==> src/rtl/rv32i_pipe_ctrl.sv <==
// RV32I pipeline hazard/stall/flush controller with drain handshake.
// Optional perf counters enabled by defining RV32I_PIPE_CTRL_PERF_EN.
module rv32i_pipe_ctrl #(
    parameter int unsigned LD_USE_STALL = 1
) (
    input  logic        clk_i,
    input  logic        rst_ni,
    input  logic        id_valid_i,
    input  logic [4:0]  id_rs1_i,
    input  logic [4:0]  id_rs2_i,
    input  logic        id_uses_rs1_i,
    input  logic        id_uses_rs2_i,
    input  logic        ex_valid_i,
    input  logic        ex_is_load_i,
    input  logic [4:0]  ex_rd_i,
    input  logic        ex_redirect_i,
    input  logic        mem_valid_i,
    input  logic        wb_valid_i,
    input  logic        imem_ready_i,
    input  logic        dmem_busy_i,
    input  logic        drain_req_i,
    output logic        drain_busy_o,
    output logic        drain_done_o,
    output logic        pc_hold_o,
    output logic [3:0]  hold_o,
    output logic [3:0]  flush_o,
    output logic [31:0] perf_stall_o,
    output logic [31:0] perf_flush_o
);

    typedef enum logic [1:0] {
        RUN,
        LDSTALL,
        DRAIN,
        DONE
    } state_e;

    localparam logic [1:0] CNT_INIT = 2'(LD_USE_STALL - 1);

    state_e     state_q, state_d;
    logic [1:0] cnt_q, cnt_d;
    logic       load_use;

    assign load_use = id_valid_i & ex_valid_i & ex_is_load_i
                    & (ex_rd_i != 5'd0)
                    & ((id_uses_rs1_i & (id_rs1_i == ex_rd_i))
                     | (id_uses_rs2_i & (id_rs2_i == ex_rd_i)));

    always_comb begin
        state_d      = state_q;
        cnt_d        = cnt_q;
        pc_hold_o    = 1'b0;
        hold_o       = 4'b0000;
        flush_o      = 4'b0000;
        drain_busy_o = 1'b0;
        drain_done_o = 1'b0;
        unique case (state_q)
            RUN: begin
                if (dmem_busy_i) begin
                    pc_hold_o = 1'b1;
                    hold_o    = 4'b0111;
                    flush_o   = 4'b1000;
                end else begin
                    if (ex_redirect_i) begin
                        flush_o = 4'b0011;
                    end else if (load_use) begin
                        pc_hold_o = 1'b1;
                        hold_o    = 4'b0001;
                        flush_o   = 4'b0010;
                        if (LD_USE_STALL > 1) begin
                            state_d = LDSTALL;
                            cnt_d   = CNT_INIT;
                        end
                    end else if (!imem_ready_i) begin
                        pc_hold_o = 1'b1;
                        flush_o   = 4'b0001;
                    end
                    // A drain request outranks entering a load-use stall.
                    if (drain_req_i) begin
                        state_d = DRAIN;
                        cnt_d   = cnt_q;
                    end
                end
            end
            LDSTALL: begin
                if (dmem_busy_i) begin
                    pc_hold_o = 1'b1;
                    hold_o    = 4'b0111;
                    flush_o   = 4'b1000;
                end else begin
                    pc_hold_o = 1'b1;
                    hold_o    = 4'b0001;
                    flush_o   = 4'b0010;
                    cnt_d     = cnt_q - 2'd1;
                    if (cnt_q <= 2'd1) begin
                        state_d = RUN;
                        cnt_d   = 2'd0;
                    end
                end
            end
            DRAIN: begin
                drain_busy_o = 1'b1;
                if (dmem_busy_i) begin
                    pc_hold_o = 1'b1;
                    hold_o    = 4'b0111;
                    flush_o   = 4'b1000;
                end else begin
                    pc_hold_o = 1'b1;
                    flush_o   = 4'b0011;
                    if (!ex_valid_i && !mem_valid_i && !wb_valid_i) begin
                        state_d = DONE;
                    end
                end
            end
            DONE: begin
                drain_done_o = 1'b1;
                pc_hold_o    = 1'b1;
                state_d      = RUN;
            end
            default: begin
                state_d = RUN;
                cnt_d   = 2'd0;
            end
        endcase
    end

    always_ff @(posedge clk_i or negedge rst_ni) begin
        if (!rst_ni) begin
            state_q <= RUN;
            cnt_q   <= 2'd0;
        end else begin
            state_q <= state_d;
            cnt_q   <= cnt_d;
        end
    end

`ifdef RV32I_PIPE_CTRL_PERF_EN
    logic [31:0] perf_stall_q, perf_flush_q;

    always_ff @(posedge clk_i or negedge rst_ni) begin
        if (!rst_ni) begin
            perf_stall_q <= 32'd0;
            perf_flush_q <= 32'd0;
        end else begin
            if (pc_hold_o) begin
                perf_stall_q <= perf_stall_q + 32'd1;
            end
            if (flush_o[1:0] != 2'b00) begin
                perf_flush_q <= perf_flush_q + 32'd1;
            end
        end
    end

    assign perf_stall_o = perf_stall_q;
    assign perf_flush_o = perf_flush_q;
`else
    assign perf_stall_o = 32'd0;
    assign perf_flush_o = 32'd0;
`endif

endmodule

==> config.mk <==
export PLATFORM = sky130hd
export DESIGN_NAME = rv32i_pipe_ctrl
export DESIGN_NICKNAME = d
export VERILOG_FILES = /design/src/rtl/rv32i_pipe_ctrl.sv
export SDC_FILE = /design/constraint.sdc
export NUM_CORES = 1
export LEC_CHECK = 0
export CORE_MARGIN = 5
export CORE_UTILIZATION = 25
export CTS_CLUSTER_SIZE = 24
export DETAILED_ROUTE_END_ITERATION = 8
export HOLD_SLACK_MARGIN = 0.1
export PLACE_DENSITY = 0.77
export SLEW_MARGIN = 30
export SYNTH_ARGS = -nofsm -noshare
export SYNTH_HDL_FRONTEND = slang
export SYNTH_SLANG_ARGS = --single-unit
export TNS_END_PERCENT = 10
==> constraint.sdc <==
create_clock -name clk_i -period 1.4 [get_ports clk_i]
set_input_delay 0.14 -clock clk_i [delete_from_list [all_inputs] [get_ports clk_i]]
set_output_delay 0.14 -clock clk_i [all_outputs]
set_load 0.02 [all_outputs]
# Word level (Yosys, flattened, before mapping)
# Index checks and enable logic that the tools add are counted.
word_totals:
  out_inout_bits: 75
  ff_bits: 4
  wordCells: 61
op_classes:
  n_mux: 28
  n_reduce_logical: 10
  addsub: 1
  eq_ne: 11
  n_lt_le_gt_ge: 1
  n_bitwise: 8
op_table:
  columns: ["cell", "n"]
  rows:
  - ["$mux 2", 9]
  - ["$mux 4", 3]
  - ["$ne 2x2->1 const B", 6]
  - ["$pmux 4 s3", 1]
  - ["$eq 5x5->1", 2]
  - ["$mux 1", 9]
  - ["$mux 3", 3]
  - ["$pmux 3 s3", 1]
  - ["$pmux 2 s4", 1]
  - ["$and 1x1->1", 6]
  - ["$reduce_and 6->1", 1]
  - ["$reduce_bool 5->1", 1]
  - ["$eq 2x2->1 const B", 2]
  - ["$logic_not 1->1", 3]
  - ["$reduce_or 3->1", 1]
  - ["$eq 2x1->1 const B", 1]
  - ["$le 2x1->1 const B", 1]
  - ["$logic_and 1x1->1", 2]
  - ["$logic_not 2->1", 1]
  - ["$pmux 1 s2", 1]
  - ["$reduce_and 2->1", 1]
  - ["$sub 2x1->2 const B", 1]
  - ["$not 1->1", 1]
  - ["$or 1x1->1", 1]

# Longest topological paths before layout
# Gate-level depths: netlist of run 1.
depth:
  depth_word: 8
  ltp_mapped: 4
  mapped_depth_nobuf: 4

# Worst setup path before layout of run 1
# Ideal clock, no wire load.
synth_timing:
  path_type: "register to output"
  start: "reg state_q[1]"
  end: "out flush_o[1]"
  t_required_ns: 1.260
  path_slack_ns: -0.077
  path_stages_with_launch: 5
  arrival_ns: 1.337
  path_cell_list: "dfrtp_1 and2_1 nor2_1 nand2b_1 o21ai_0"
synth_via:
  elab_chain_cells: 2
  word_cells_on_any_way: 4
synth_rtl:
  columns: ["element", "line_no", "rtl"]
  rows:
  - ["start: declaration", "40", "state_e state_q, state_d;"]
  - ["start signal: assignment", "132", "state_q <= state_d;"]
  - ["$eq 2x2->1 (tied with other cells)", "57", "unique case (state_q)"]
  - ["$pmux 4 s3 *", "57", null]
  - ["end: declaration", "26", "output logic [3:0] flush_o,"]
# Every way passes the cells marked *; elsewhere a longest branch is shown, timed or not.

# Final worst setup path of run 1
layout_timing:
  start: "in id_rs1_i[4]"
  end: "out pc_hold_o"
layout_via:
  elab_chain_cells: 8
layout_rtl:
  columns: ["element", "line_no", "rtl"]
  rows:
  - ["start: declaration", "9", "input logic [4:0] id_rs1_i,"]
  - ["$eq 5x5->1", "46", "& ((id_uses_rs1_i & (id_rs1_i == ex_rd_i))"]
  - ["$and 1x1->1", "46", null]
  - ["$or 1x1->1", "47", "| (id_uses_rs2_i & (id_rs2_i == ex_rd_i)));"]
  - ["$and 1x1->1", "46", null]
  - ["$mux 1", "66", "end else if (load_use) begin"]
  - ["$mux 1", "64", "if (ex_redirect_i) begin"]
  - ["$mux 1", "59", "if (dmem_busy_i) begin"]
  - ["$pmux 1 s2", "57", null]
  - ["end: declaration", "24", "output logic pc_hold_o,"]
# No other way between the ends.

==> results.yml, run 1 <==
cts:
  numCtsBuffers: 3
  clockBufferDepth: 2
  clk-insertion-delay-late_ns: 0.21
  htree_levels: 1
  clock_sinks: 4
  postCtsHoldBufs: 0
  path_clk_slew_ns: 0.03
  cts_tree: "built"
  cts_root_buf: "clkbuf_8"
synth:
  yosysTopAreaCellShare_pct: 55.66
  yosys.cell_types.count: 26
  synth_top_cells_by_area: "buf_4 (56%), dfrtp_1 (11%), xor2_1 (7.6%)"
  ys_ff_latch: 4
  postSynthCellCount: 119
  syn_area_um2: 917.1
  synthFlopType: "dfrtp_1"
  synth_edf_count: 0
  yosys_warnings: 0
  syn_area_per_cell_um2: 7.707
  synth_top_area_cell: "buf_4"
  synth_most_common_cell: "buf_4"
  seq_area_frac_synth_pct: 10.91
  ys_async_sr_fraction_pct: 100.0
  synth.top_cells.by_count: "buf_4 (68), nor2_1 (8), xor2_1 (8), dfrtp_1 (4), o21ai_0 (4)"
power_and_ir_drop:
  p_int_uw: 450.6
  power_frac_comb_pct: 54.2
  p_sw_share_pct: 43.35
  ir_drop_uv: 495.0
  power_frac_seq_pct: 15.9
  power_frac_clock_pct: 29.9
  power_density_mw_per_mm2: 642.8
  p_switching_uw: 344.8
  leakage_nw: 0.6535
global_routing:
  use_met1_pct: 8.711
  gr-usage-met3_pct: 3.409
  grt_pass1_wl_um: 2994
  grt_usage_pct: 7.526
  grt-ovfl-total: 0
  grt_pass1_vias: 653
  grt.busiest_layer: "met2"
  antenna_found_initial: 0
  grt_max_degree: 6
  use_met2_pct: 12.68
worst_setup_path:
  worstPathMaxFanout: 4
  crit_path_start: "id_rs1_i[4]"
  crit_required_ns: 1.26
  timing.rr.start: "state_q[1]"
  startpoint_type: "primary input"
  worst_setup_path_end_kind: "output port"
  arrival_ns: 1.46
  criticalPathCategory: "primary input to output port"
layout:
  seqCellArea_um2: 100.1
  drive_above_1_share_pct: 28.92
  diodes: 0
  fill_cells: 392
  multi_input_area_um2: 626.9
  syn2layout_area_growth_pct: 34.93
  finalNetCount: 196
timing:
  period_share_pct: 114.1
  final-max-slew-violation-count: 0
  setup_slack_ns: -0.1969
  whs_ns: 0.1325
  fin_crit_ns: 1.597
  clock.fmax_mhz: 626.2
  setup_violations: 5
  rsz0062_at_grt: "yes"
  finalHoldViolCount: 0
  fin_skew_ns: 0.002775
min_path:
  hold_class: "primary input to asynchronous set/reset pin"
routing:
  drtPass1Iterations: 4
  dr.first_iter.drc_count: 5
  wl_um: 2300
  wl_per_cell_um: 10.75
  routed_via_density: 3.435
  drc_errors: 0
  via_count: 735
  drtAntennaViolNets: 0
floorplanning:
  coreArea_mm2: 0.003606
  dieArea_mm2: 0.004980
  fp-row-count: 22
  die_w_um: 70.57
  num_io_pins: 103
  start_util_pct: 25.43
  dieHeight_um: 70.57
run:
  drv_cap: 0
place:
  place_ws_ns: -1.023
  port_buffers: 36
  routabilityCongestion: 0.8860
  hpwl_um: 1901
status:
  violations: "setup timing"
  status: "finished, violations left"
worst max-delay path, stage by stage:
cell and delay, ns:
clkbuf_2 0.10, xor2_2 0.19, nor4_2 0.35, a32oi_2 0.21, o31ai_1 0.28, buf_4 0.18
what timing repair did:
| action | CTS | global route |
|---|---|---|
| pin swaps | 10 | 9 |
| gates resized for setup | 82 | 25 |
| buffers inserted | 2 | 0 |
| endpoints found under the setup margin | 10 | 7 |
stage by stage:
stage	area [um2]	cells	util (%)	power (mW)	setup TNS (ns)
after floorplan	1161	184	-	0.5167	-0.08201
after global placement	1142	209	31.68	0.5351	-5.320
after detailed placement	1142	209	31.68	0.5376	-5.348
after CTS	1184	214	32.82	0.7753	-0.7060
after global routing	1237	214	34.32	0.8488	-0.9921
final	1237	214	34.32	0.7954	-0.6491
routing by layer:
layer	wire length [um]	vias to the layer above
li1	-	345
met1	837	326
met2	1117	62
met3	312	2
met4	32	0
met5	0	-
final timing paths:
path	end	slack [ns]	cells past startpoint
worst max-delay path	pc_hold_o	-0.20	6
worst min register to register	cnt_q[1]	0.51	1
max in group asynchronous	state_q[1]	1.09	1
min in group clk_i	state_q[0]	0.45	4
worst min-delay path	cnt_q[1]	0.13	1
worst max register to register	cnt_q[0]	-0.12	5
flip-flops by register name, indices dropped and copies added, names as in the netlist:
signal   count
state_q      2
cnt_q        2
final cells by class:
type / count / share of cell area (%)
multi-input combinational: 110 / 50.66
timing repair buffer: 48 / 32.76
tap: 48 / 4.853
clock buffer: 3 / 3.337
sequential: 4 / 8.089
inverter: 1 / 0.3033
cell families (layout without fill, tap and decap cells):
family | after synthesis | after routing | share of synthesized area [%]
buf+inv | 70 | 52 | 56.48
simple gates | 21 | 21 | 12.28
compound gates | 13 | 13 | 10.37
xor+xnor | 10 | 10 | 9.550
flops | 4 | 4 | 10.91
other cells | 1 | 66 | 0.4089
power groups by stage:
stage / combinational, mW / sequential (mW) / clock [mW]
4_1_cts: 0.402 / 0.125 / 0.248
6_report: 0.431 / 0.126 / 0.238
5_1_grt: 0.461 / 0.127 / 0.261
2_1_floorplan: 0.387 / 0.130 / 0
3_5_place_dp: 0.410 / 0.128 / 0
3_3_place_gp: 0.408 / 0.127 / 0
cells in the final DEF, fill, tap and decap left out, drive strengths merged:
master	instances
clkdlybuf4s15	4
and2	2
o2111ai	1
o21a	2
dfrtp	4
clkdlybuf4s50	8
nor4	3
a21oi	1
o31ai	2
clkbuf	8
xnor2	2
xor2	8
nor2b	1
o31a	1
conb	66
dlygate4sd2	4
a32oi	1
a211oi	1
inv	1
or3	1
o21ai	4
or4	1
nor2	8
dlymetal6s2s	2
nand2b	2
buf	25
nand2	1
nand3	1
or4b	1
(Power assumes the default switching activity.)
==> run 2: changes to the inputs <==
Settings changed: ABC_AREA set to 1, CORE_UTILIZATION 25 to 27, PLACE_DENSITY 0.77 to 0.78.
==> run 2 against run 1 <==
  * The flow now finishes without violations
  * Clock-buffer cell count did not move
  * Worst setup slack improved by 0.26 ns
  * Clock power barely moved
  * Non-clock buffer count fell by 3
  * Sequential cell count did not move
  * Synthesized cell count rose by 43%
  * Worst hold slack got worse by 0.0051 ns
  * Utilization rose by 0.82 points
  * Area after synthesis rose by 11%
  * Largest power group unchanged
==> results.yml, run 2 <==
status:
  status: "finished, final reports clean"
synth:
  synthFlopType: "dfrtp_1"
  postSynthCellCount: 170
  yosys_warnings: 0
  synth_top_area_cell: "buf_4"
  ys_ff_latch: 4
  syn_area_per_cell_um2: 5.991
  synth_top_cells_by_area: "buf_4 (50%), nand2_1 (14%), dfrtp_1 (9.8%)"
  yosysTopAreaCellShare_pct: 50.12
  yosys.cell_types.count: 18
  ys_async_sr_fraction_pct: 100.0
  syn_area_mm2: 0.001018
  seq_area_frac_synth_pct: 9.828
  synth_edf_count: 0
  synth_most_common_cell: "buf_4"
  synth.top_cells.by_count: "buf_4 (68), nand2_1 (39), inv_1 (16), nor2_1 (13), inv_2 (7)"
layout:
  multi_input_area_um2: 570.5
  final_area_mm2: 0.001286
  drive_above_1_share_pct: 18.60
  fill_cells: 413
  final_cell_mix: "conb_1 (66), nand2_1 (38), inv_1 (15), dlymetal6s2s_1 (15), buf_4 (11)"
  diodes: 0
  reg_top3: "cnt_q: 2 flops, state_q: 2 flops"
  final_common_cell: "conb_1"
  seqCellArea_um2: 100.1
  finalNetCount: 245
  final_util_pct: 35.13
  syn2layout_area_growth_pct: 26.29
cts:
  cts_setup_buffers: 0
  htree_levels: 1
  cts_root_buf: "clkbuf_8"
  path_clk_slew_ns: 0.03
  postCtsHoldBufs: 0
  clockBufferDepth: 2
  cts_tree: "built"
  clock_sinks: 4
  clk-insertion-delay-late_ns: 0.21
  numCtsBuffers: 3
worst_setup_path:
  worstPathMaxFanout: 3
  critical_path.endpoint: "drain_done_o"
  startpoint_type: "flop"
  arrival_ns: 1.19
  crit_path_start: "state_q[1]"
  ff2ff_setup_slack_ns: 0.15
  criticalPathCategory: "flop to output port"
  worst_setup_path_end_kind: "output port"
  crit_required_ns: 1.26
  timing.rr.start: "state_q[0]"
  r2r_cells: 7
  worstReg2RegEnd: "state_q[1]"
power_and_ir_drop:
  p_total_mw: 1.358
  ir_drop_uv: 555.5
  power_density_mw_per_mm2: 1055
  leakage_nw: 0.9030
timing:
  fin_skew_ns: 0.0004297
  fin_crit_ns: 1.335
  final-max-slew-violation-count: 0
  setup-tns-final_ns: 0
  period_share_pct: 95.33
  finalHoldViolCount: 0
  rsz0062_at_grt: "yes"
  clock.fmax_mhz: 749.3
  whs_ns: 0.1274
  setup_violations: 0
global_routing:
  grt-ovfl-total: 0
  grt_pass1_wl_um: 3139
  grt_max_degree: 6
  grt_usage_pct: 7.590
  antenna_found_initial: 0
  grt_pass1_vias: 766
routing:
  drc_errors: 0
  wl_per_cell_um: 8.703
  wl_um: 2289
  via_count: 898
  drtAntennaViolNets: 0
  dr.first_iter.drc_count: 17
  routed_via_density: 3.414
  drtPass1Iterations: 4
place:
  placed_area_mm2: 0.001240
  port_buffers: 36
  hpwl_um: 2069
  routabilityCongestion: 0.7033
min_path:
  hold_class: "primary input to asynchronous set/reset pin"
run:
  drv_cap: 0
floorplanning:
  dieArea_mm2: 0.005100
  num_io_pins: 103
  die_w_um: 71.42
  fp-row-count: 22
  dieHeight_um: 71.42
  coreArea_mm2: 0.003661
  start_util_pct: 27.82
## run 2: cell families (layout without fill, tap and decap cells)
family / count (synthesis) / in the layout / share of synthesized area (%)
AND/OR/NAND/NOR: 64 / 64 / 25.92
other: 1 / 66 / 0.3682
buffers and inverters: 92 / 72 / 59.09
AO/OA/AOI/OAI: 9 / 9 / 4.791
flip-flops: 4 / 4 / 9.828
## run 2: metal layers
metal	GRT usage (%)	part of all wire, %	up-vias
li1	-	-	466
met2	12.14	50	54
met1	9.213	35	378
met4	1.879	0	0
met3	3.506	15	0
met5	0	0	-
## run 2: worst min-delay path by stage
stage,endpoint,cells after the start,startpoint
after floorplan,cnt_q[0],0,rst_ni
after global placement,cnt_q[0],1,rst_ni
after detailed placement,cnt_q[1],1,rst_ni
after CTS,state_q[0],1,rst_ni
after global routing,state_q[1],1,rst_ni
final,state_q[0],1,rst_ni
## run 2: layout make-up
type,instances,share of cell area [%]
repair buffers,45,32.88
well taps,48,4.669
clock buffers,3,3.210
inverters,24,7.101
multi-input cells,139,44.36
flip-flops and latches,4,7.782
## run 2: timing repair
item	CTS	global route
pin swaps	0	15
resized for setup	38	33
setup endpoints to repair	9	8
## run 2: through the flow
| stage | setup slack, ns | instances |
|---|---|---|
| floorplan | 0.09697 | 235 |
| global placement | -0.6942 | 260 |
| detailed placement | -0.6875 | 260 |
| CTS | -0.2063 | 263 |
| global route | -0.01026 | 263 |
| finish | 0.06542 | 263 |
## run 2: power breakdown
group / switching, mW / internal, mW
Sequential: 0.0379 / 0.170
Combinational: 0.563 / 0.350
Clock: 0.0539 / 0.183
## run 2: critical path: stages, from the launching register on
cell	delay (ns)
dfrtp_1	0.40
nand2_2	0.10
inv_2	0.04
buf_4	0.12
dlygate4sd2_1	0.31
